## src/rtl/cfo_loop_ctrl.sv

```systemverilog
// Gear-shift and lock controller for the MSK CFO PI loop filter.
// Windows |phase error|, steps ACQ -> TRACK -> FINE gain sets, reports lock, clears/holds the integrator.
module cfo_loop_ctrl #(
    parameter int ERR_WIDTH   = 24,
    parameter int LOG2_WIN    = 4,
    parameter int LOCK_THR    = 524288,
    parameter int FINE_THR    = 131072,
    parameter int LOSS_THR    = 2097152,
    parameter int LOCK_CNT    = 4,
    parameter int LOSS_CNT    = 2,
    parameter int ACQ_TIMEOUT = 64
) (
    input  logic                 clk,
    input  logic                 rst,
    input  logic                 enable_i,
    input  logic                 force_reacq_i,
    input  logic                 err_valid_i,
    input  logic [ERR_WIDTH-1:0] phase_err_i,
    output logic [1:0]           gain_sel_o,
    output logic                 integ_clr_o,
    output logic                 integ_hold_o,
    output logic                 lock_o,
    output logic [2:0]           state_o,
    output logic                 win_valid_o,
    output logic [ERR_WIDTH-2:0] win_mean_o
);
    localparam int MAG_W = ERR_WIDTH - 1;
    localparam int ACC_W = MAG_W + LOG2_WIN;
    localparam int LC_W  = $clog2(LOCK_CNT + 1);
    localparam int SC_W  = $clog2(LOSS_CNT + 1);
    localparam int AW_W  = $clog2(ACQ_TIMEOUT + 1);

    localparam logic [MAG_W-1:0] LOCK_THR_V = MAG_W'(LOCK_THR);
    localparam logic [MAG_W-1:0] FINE_THR_V = MAG_W'(FINE_THR);
    localparam logic [MAG_W-1:0] LOSS_THR_V = MAG_W'(LOSS_THR);
    localparam logic [LC_W-1:0]  LOCK_CNT_V = LC_W'(LOCK_CNT);
    localparam logic [SC_W-1:0]  LOSS_CNT_V = SC_W'(LOSS_CNT);
    localparam logic [AW_W-1:0]  ACQ_TO_V   = AW_W'(ACQ_TIMEOUT);

    typedef enum logic [2:0] {
        S_IDLE  = 3'd0,
        S_CLEAR = 3'd1,
        S_ACQ   = 3'd2,
        S_TRACK = 3'd3,
        S_FINE  = 3'd4
    } state_t;

    state_t              r_state;
    logic [ACC_W-1:0]    r_acc;
    logic [LOG2_WIN-1:0] r_cnt;
    logic [LC_W-1:0]     r_lock_cnt;
    logic [SC_W-1:0]     r_loss_cnt;
    logic [AW_W-1:0]     r_acq_win;
    logic [MAG_W-1:0]    r_win_mean;
    logic                r_win_valid;
    logic [1:0]          r_gain_sel;
    logic                r_integ_clr;
    logic                r_integ_hold;
    logic                r_lock;

    state_t              w_state_next;
    logic [ACC_W-1:0]    w_acc_next;
    logic [LOG2_WIN-1:0] w_cnt_next;
    logic [LC_W-1:0]     w_lock_next;
    logic [SC_W-1:0]     w_loss_next;
    logic [AW_W-1:0]     w_acq_next;
    logic [MAG_W-1:0]    w_win_mean_next;
    logic                w_win_valid_next;

    // Saturating magnitude: the most negative code has no positive twin.
    logic             w_err_is_min;
    logic [MAG_W-1:0] w_neg_mag;
    logic [MAG_W-1:0] w_mag;
    logic [ACC_W-1:0] w_sum;
    logic [MAG_W-1:0] w_mean;
    logic             w_win_done;
    logic             w_loss_hit;

    assign w_err_is_min = (phase_err_i == {1'b1, {MAG_W{1'b0}}});
    assign w_neg_mag    = ~phase_err_i[MAG_W-1:0] + MAG_W'(1);
    assign w_mag        = !phase_err_i[ERR_WIDTH-1] ? phase_err_i[MAG_W-1:0] :
                          (w_err_is_min ? {MAG_W{1'b1}} : w_neg_mag);
    assign w_sum        = r_acc + ACC_W'(w_mag);
    assign w_mean       = w_sum[ACC_W-1:LOG2_WIN];
    assign w_win_done   = err_valid_i && (r_cnt == {LOG2_WIN{1'b1}});
    assign w_loss_hit   = (w_mean > LOSS_THR_V);

    always_comb begin
        w_state_next     = r_state;
        w_acc_next       = r_acc;
        w_cnt_next       = r_cnt;
        w_lock_next      = r_lock_cnt;
        w_loss_next      = r_loss_cnt;
        w_acq_next       = r_acq_win;
        w_win_mean_next  = r_win_mean;
        w_win_valid_next = 1'b0;

        if (!enable_i) begin
            w_state_next = S_IDLE;
        end else if (force_reacq_i && r_state != S_IDLE) begin
            w_state_next = S_CLEAR;
        end else begin
            case (r_state)
                S_IDLE:  w_state_next = S_CLEAR;
                S_CLEAR: w_state_next = S_ACQ;
                S_ACQ, S_TRACK, S_FINE: begin
                    if (err_valid_i && !w_win_done) begin
                        w_acc_next = w_sum;
                        w_cnt_next = r_cnt + LOG2_WIN'(1);
                    end else if (w_win_done) begin
                        w_acc_next       = '0;
                        w_cnt_next       = '0;
                        w_win_mean_next  = w_mean;
                        w_win_valid_next = 1'b1;
                        if (r_state == S_ACQ) begin
                            w_lock_next = (w_mean < LOCK_THR_V) ? r_lock_cnt + LC_W'(1) : '0;
                            w_acq_next  = r_acq_win + AW_W'(1);
                            // Lock beats timeout when both land on the same window.
                            if (w_lock_next == LOCK_CNT_V)
                                w_state_next = S_TRACK;
                            else if (w_acq_next == ACQ_TO_V)
                                w_state_next = S_CLEAR;
                        end else begin
                            w_loss_next = w_loss_hit ? r_loss_cnt + SC_W'(1) : '0;
                            if (r_state == S_TRACK)
                                w_lock_next = (w_mean < FINE_THR_V) ? r_lock_cnt + LC_W'(1) : '0;
                            if (w_loss_next == LOSS_CNT_V)
                                w_state_next = S_ACQ;
                            else if (r_state == S_TRACK && w_lock_next == LOCK_CNT_V)
                                w_state_next = S_FINE;
                            else if (r_state == S_FINE && w_mean >= LOCK_THR_V)
                                w_state_next = S_TRACK;
                        end
                    end
                end
                default: w_state_next = S_IDLE;
            endcase
        end

        if (w_state_next != r_state) begin
            w_acc_next  = '0;
            w_cnt_next  = '0;
            w_lock_next = '0;
            w_acq_next  = '0;
            // The loss run survives gear changes within lock only.
            if (!((r_state == S_TRACK && w_state_next == S_FINE) ||
                  (r_state == S_FINE  && w_state_next == S_TRACK)))
                w_loss_next = '0;
        end
    end

    always_ff @(posedge clk) begin
        if (rst) begin
            r_state      <= S_IDLE;
            r_acc        <= '0;
            r_cnt        <= '0;
            r_lock_cnt   <= '0;
            r_loss_cnt   <= '0;
            r_acq_win    <= '0;
            r_win_mean   <= '0;
            r_win_valid  <= 1'b0;
            r_gain_sel   <= 2'd0;
            r_integ_clr  <= 1'b0;
            r_integ_hold <= 1'b1;
            r_lock       <= 1'b0;
        end else begin
            r_state      <= w_state_next;
            r_acc        <= w_acc_next;
            r_cnt        <= w_cnt_next;
            r_lock_cnt   <= w_lock_next;
            r_loss_cnt   <= w_loss_next;
            r_acq_win    <= w_acq_next;
            r_win_mean   <= w_win_mean_next;
            r_win_valid  <= w_win_valid_next;
            r_gain_sel   <= (w_state_next == S_TRACK) ? 2'd1 :
                            (w_state_next == S_FINE)  ? 2'd2 : 2'd0;
            r_integ_clr  <= (w_state_next == S_CLEAR);
            r_integ_hold <= (w_state_next == S_IDLE);
            r_lock       <= (w_state_next == S_TRACK) || (w_state_next == S_FINE);
        end
    end

    assign state_o      = r_state;
    assign gain_sel_o   = r_gain_sel;
    assign integ_clr_o  = r_integ_clr;
    assign integ_hold_o = r_integ_hold;
    assign lock_o       = r_lock;
    assign win_valid_o  = r_win_valid;
    assign win_mean_o   = r_win_mean;
endmodule

```

## config.mk

```make
export PLATFORM = sky130hd
export DESIGN_NAME = cfo_loop_ctrl
export DESIGN_NICKNAME = d
export VERILOG_FILES = /design/src/rtl/cfo_loop_ctrl.sv
export SDC_FILE = /design/constraint.sdc
export NUM_CORES = 1
export LEC_CHECK = 0
export CAP_MARGIN = 20
export CORE_ASPECT_RATIO = 1.1
export CORE_UTILIZATION = 62
export DETAILED_ROUTE_END_ITERATION = 8
export PLACE_DENSITY = 0.87
export SLEW_MARGIN = 20
export SYNTH_ARGS = -nofsm -noshare
export SYNTH_HDL_FRONTEND = slang
export SYNTH_SLANG_ARGS = --single-unit
```

## constraint.sdc

```tcl
create_clock -name clk -period 14.52 [get_ports clk]
set_input_delay 2.904 -clock clk [delete_from_list [all_inputs] [get_ports clk]]
set_output_delay 2.904 -clock clk [all_outputs]
set_load 0.05 [all_outputs]
```

== Word level (Yosys, flattened, before mapping) ==
Cells that the tools add are included.
Storage, ports and cells
  flip-flop bits (word level): 75
  output and inout bits: 32
Operators by class
  $add $sub $neg: 6
  $lt $le $gt $ge: 4
  eq/ne operators: 14
  multiplexer cells: 39
  bitwise gates (word level): 5
  reduce and logical (&&, ||, !) cells: 21
Operator list (count)
  3-bit 2-to-1 mux: 20
  27-bit 2-to-1 mux: 2
  23-bit 2-to-1 mux: 2
  27-bit by 23-bit adder with 27-bit output: 1
  24-bit == test, second input constant: 1
  23-bit by 1-bit adder with 23-bit output, second input constant: 1
  23-bit by 20-bit >= comparator with 1-bit output, second input constant: 1
  23-bit by 22-bit greater-than comparator with 1-bit output, second input constant: 1
  23-bit by 18-bit < comparator with 1-bit output, second input constant: 1
  23-bit by 20-bit < comparator with 1-bit output, second input constant: 1
  23-bit inverter: 1
  2-bit 2-to-1 mux: 10
  3-bit == test, second input constant: 4
  3-bit by 2-bit == test with 1-bit output, second input constant: 3
  3-bit one-hot mux with 3 select lines: 1
  4-bit 2-to-1 mux: 2
  7-bit by 1-bit adder with 7-bit output, second input constant: 1
  7-bit == test, second input constant: 1
  1-bit logical AND: 7
  3-bit by 1-bit == test with 1-bit output, second input constant: 2
  3-bit zero test: 2
  6-bit AND reduction: 1
  5-bit AND reduction: 1
  5-bit OR reduction: 1
  other kinds (15): 21

== Depth between registers and ports, before layout ==
  depth in word-level cells: 29
  depth in mapped cells: 26

== Least setup slack after synthesis ==
No wires, ideal clock.
  path type: input to register
  from: input port phase_err_i[0]
  to: register r_acc[0]
  library setup time: 117 ps
  data arrival time: 8282 ps
  required time: 14403 ps
  slack: 6121 ps
  cell stages on the path: 25
  path buffers: 3
  path through: inv_1 > ha_1 > nand2_1 > or3_1 > nand2b_1 > nor2_1 > nand2_1 > or3_1 > or3b_2 > clkbuf_1 > nand2_1 > ha_1 > buf_4 > a21oi_1 > o21ai_1 > xor2_1 > or4_1 > a211o_1 > or4_4 > nor4_4 > a31oi_2 > o21a_1 > o311ai_4 > buf_6 > nor2_2
On the way
  word-level cells in the longest chain between the ends: 26
  elaborated cells on any way between the ends: 38
RTL lines
  from (decl): RTL line 18  | input logic [ERR_WIDTH-1:0] phase_err_i,
  23-bit inverter: RTL line 80  | assign w_neg_mag = ~phase_err_i[MAG_W-1:0] + MAG_W'(1);
  23-bit by 1-bit adder with 23-bit output: RTL line 80
  23-bit 2-to-1 mux: RTL line 82  | (w_err_is_min ? {MAG_W{1'b1}} : w_neg_mag);
  23-bit 2-to-1 mux *: RTL line 81  | assign w_mag = !phase_err_i[ERR_WIDTH-1] ? phase_err_i[MAG_W-1:0] :
  27-bit by 23-bit adder with 27-bit output *: RTL line 83  | assign w_sum = r_acc + ACC_W'(w_mag);
  23-bit by 18-bit < comparator with 1-bit output: RTL line 126  | w_lock_next = (w_mean < FINE_THR_V) ? r_lock_cnt + LC_W'(1) : '0;
  3-bit 2-to-1 mux: RTL line 126
  3-bit 2-to-1 mux: RTL line 125  | if (r_state == S_TRACK)
  (+10 left out)
  3-bit 2-to-1 mux: RTL line 115  | if (r_state == S_ACQ) begin
  3-bit 2-to-1 mux: RTL line 110  | end else if (w_win_done) begin
  3-bit 2-to-1 mux: RTL line 107  | if (err_valid_i && !w_win_done) begin
  3-bit one-hot mux with 3 select lines: RTL line 103  | case (r_state)
  3-bit 2-to-1 mux: RTL line 100  | end else if (force_reacq_i && r_state != S_IDLE) begin
  3-bit 2-to-1 mux: RTL line 98  | if (!enable_i) begin
  3-bit inequality test: RTL line 140  | if (w_state_next != r_state) begin
  2-bit OR reduction (no source line)
  to (signal assigned): RTL line 168  | r_acc <= w_acc_next;
  to (decl): RTL line 49  | logic [ACC_W-1:0] r_acc;
Every way passes the cells marked *; elsewhere a longest branch is shown, timed or not. The select of a mux whose other input is x is not followed.
A chain may end at the register's enable or synchronous reset.

== Worst setup path after layout ==
  from: input port phase_err_i[1]
  to: register r_loss_cnt[1]
On the way
  word-level cells in the longest chain between the ends: 29
  elaborated cells on any way between the ends: 49
RTL lines
  23-bit inverter: RTL line 80
  23-bit by 1-bit adder with 23-bit output: RTL line 80
  23-bit 2-to-1 mux: RTL line 82
  23-bit 2-to-1 mux *: RTL line 81
  27-bit by 23-bit adder with 27-bit output *: RTL line 83
  23-bit by 18-bit < comparator with 1-bit output: RTL line 126
  3-bit 2-to-1 mux: RTL line 126
  3-bit 2-to-1 mux: RTL line 125
  (+13 left out)
  3-bit one-hot mux with 3 select lines: RTL line 103
  3-bit 2-to-1 mux: RTL line 100
  3-bit 2-to-1 mux: RTL line 98
  3-bit == test / 3-bit by 2-bit == test with 1-bit output (equally long branches): RTL line 146, 147
  1-bit logical AND, on equally long branches: RTL line 146, 147
  1-bit logical OR: RTL line 146  | if (!((r_state == S_TRACK && w_state_next == S_FINE) ||
  2-bit 2-to-1 mux: RTL line 146
  2-bit 2-to-1 mux *: RTL line 140
  to (signal assigned): RTL line 171  | r_loss_cnt <= w_loss_next;
  to (decl): RTL line 52  | logic [SC_W-1:0] r_loss_cnt;
Marks and branches as above.

==> reports/results.tsv <==
metric	value	unit
fin_skew	0.01552	ns
worst_pin_slew	1.122	ns
cts_tree	built	
swShare	29.19	%
clock_latency	0.35	ns
wl_per_cell	16.73	um
antenna_found_initial	0	
initial_core_util	64.92	%
hold_violations	0	
finalSetupViolCount	0	
hold_buffers	0	
cts_buffers	9	
ctsLongestPathBuffers	2	
powerDensity	75.68	nW/um^2
grt_pass1_vias	5160	
synthMuxAreaShare	0.7260	%
route.vias.total	5525	
grt_max_degree	44	
cts_resized	0	
ctsHtreeMaxLevel	3	
clock-root-buffer	clkbuf_8	
synth_top_area_share	27.22	%
synthAdderAreaFrac	7.396	%
die_h	100.9	um
fmax	103.3	MHz
drv_slew	0	
drcViolationCount	0	
ys_warn_count	0	
start_kind	input port	
synth_nets	787	
drtPass1Iterations	5	
rows	35	
ant_nets	0	
cap_viol_max_count	0	
p_total	0.0004811	W
synth_seq_area_share	27.22	%
areaGrowthSynthToFinish	15.27	%
avgSynthCellArea	7.597	sq um
synth_ff_type	dfxtp_1	
ys_ff_latch	75	
yosysUniqueCellTypes	69	
leakagePower	2.364	nW
netlist_area	5515	sq um
finalNetCount	827	
multiInputGateArea	3821	sq um
ys_top_cells_by_area	dfxtp_1 (27%), nand2_1 (8.2%), ha_1 (7.0%)	
drive_above_1_share	7.523	%
ioPinCount	61	
end_kind	flop	
synth-xor-area-share	8.099	%
place_congestion	0.9655	
grt_usage	32.62	%
clockPowerShare	39.6	%
required	14.73	ns
final_common_cell	nand2_1	
min_period_over_period	66.69	%
overflow	0	
arrival	9.89	ns
synth_compound_area_share	26.93	%
path_clk_slew	0.09	ns
layout_common_cells	nand2_1 (120), dfxtp_1 (75), nor2_1 (67)	
die-area	9277	sq um
numPortBuffers	60	
p_sw	0.0001404	W
wirelength	14760	um
synthCells	726	
status	finished clean	
crit_type	input port to flop	
intPower	0.0003407	W
die_w	91.93	um
cts.sinks	75	
synthSimpleGateAreaFrac	25.95	%
rsz0062_at_grt	no	
synth_area_leader_cell	dfxtp_1	
finalCriticalPeriod	9.683	ns
drt_iter0_drc	344	
via_per_inst	6.264	
ff_latch_area	1501	sq um
n_fill_cell	695	
setup_tns	0	ns
diodes	0	
synth_top_family_by_area	compound AO/OA/AOI/OAI gates	
postCtsSetupBuffers	0	
min_path_type	flop to flop	
grt_pass1_wl	24320	um
ir_drop	0.00004889	V
path_max_fanout	43	
async_flop_share	0	%
core_area	8496	sq um
seqPwrFrac	43.1	%
dp.final_hpwl	11230	um
max_slew_margin	25.21	%
synth_edf_count	0	
p_comb_share	17.4	%
## metal layers
metal  up-vias  global-route usage, %  share of wire, %
met4         0                  10.82               2.4
li1       2705                      -                 -
met1      2554                  40.38                41
met5         -                      0                 0
met3        28                  4.374               7.7
met2       238                  58.27                49
## metrics by stage
step	hold WS (ns)	instance area (sq um)	utilization, %	cells	worst slack, ns
2_1_floorplan	0.4612	5515	-	726	6.121
3_3_place_gp	0.4424	6105	71.86	865	4.576
3_5_place_dp	0.4476	6105	71.86	865	4.189
4_1_cts	0.4604	6337	74.60	881	4.554
5_1_grt	0.4793	6357	74.83	882	4.295
6_report	0.4599	6357	74.83	882	4.837
## worst paths after layout
| kind | start | to | slack, ns | cells past startpoint |
|---|---|---|---|---|
| worst max-delay path | phase_err_i[1] | r_loss_cnt[1] | 4.84 | 24 |
| worst min register to register | win_mean_o[8] | win_mean_o[8] | 0.46 | 2 |
| worst min-delay path | win_mean_o[8] | win_mean_o[8] | 0.46 | 2 |
| worst max register to register | r_acc[0] | r_loss_cnt[1] | 9.77 | 14 |
## state kept, by name, summed over array words and instances (netlist names), 2 cells and up
| signal | count |
|---|---|
| state_o | 3 |
| gain_sel_o | 2 |
| win_mean_o | 23 |
| r_cnt | 4 |
| r_acc | 27 |
| r_lock_cnt | 3 |
| r_acq_win | 7 |
| r_loss_cnt | 2 |
## layout make-up
cell class                 count  share of cell area, %
clock inverter                 6                  1.496
sequential                    75                  23.62
multi-input combinational    607                  60.11
timing repair buffer          63                  9.841
clock buffer                  10                  2.165
tap                          111                  2.185
inverter                      10                 0.5904
## cell families after synthesis
logic type,after synthesis
AOI/OAI and AO/OA,221
xor gates and xnor gates,51
adders and majority gates,32
buffers and inverters,44
DFF,75
muxes,4
and+or+nand+nor,299
## Yosys cell counts (8+ instances only)
cell type,count
a22oi_1,27
xor2_1,32
nand2b_1,8
ha_1,31
nor2_2,16
nor2_1,67
and3_1,8
nand4_1,8
nor3_1,14
nand3_1,13
nand2_1,120
dfxtp_1,75
xnor2_1,19
o21a_1,8
inv_1,10
o211ai_1,9
a31oi_1,8
a21oi_1,64
or3_1,9
clkbuf_1,26
o21ai_0,37
a21o_1,9
## power groups by stage
stage | Clock [W] | Sequential [W] | Combinational (W)
2_1_floorplan | 0 | 0.000214 | 0.0000561
3_3_place_gp | 0 | 0.000212 | 0.0000803
3_5_place_dp | 0 | 0.000212 | 0.0000819
4_1_cts | 0.000192 | 0.000207 | 0.0000823
5_1_grt | 0.000200 | 0.000207 | 0.0000915
6_report | 0.000190 | 0.000207 | 0.0000835
## worst max-delay path: stages
cell	delay [ns]
clkdlybuf4s50_1	0.48
inv_1	0.09
ha_1	0.17
nand2_1	0.07
or3_1	0.34
nand2b_1	0.23
nor2_1	0.13
nand2_1	0.09
or3_1	0.38
or3b_2	0.67
a31oi_1	0.34
ha_1	0.30
a211oi_1	0.29
o211ai_1	0.22
a41oi_2	0.33
a21oi_1	0.17
o21ai_1	0.30
xor2_1	0.38
nor3b_2	0.63
o2bb2ai_1	0.25
nor4b_2	0.11
o311ai_4	0.29
buf_4	0.52
a21boi_0	0.17
No activity file was read; power rests on OpenSTA's default activity.
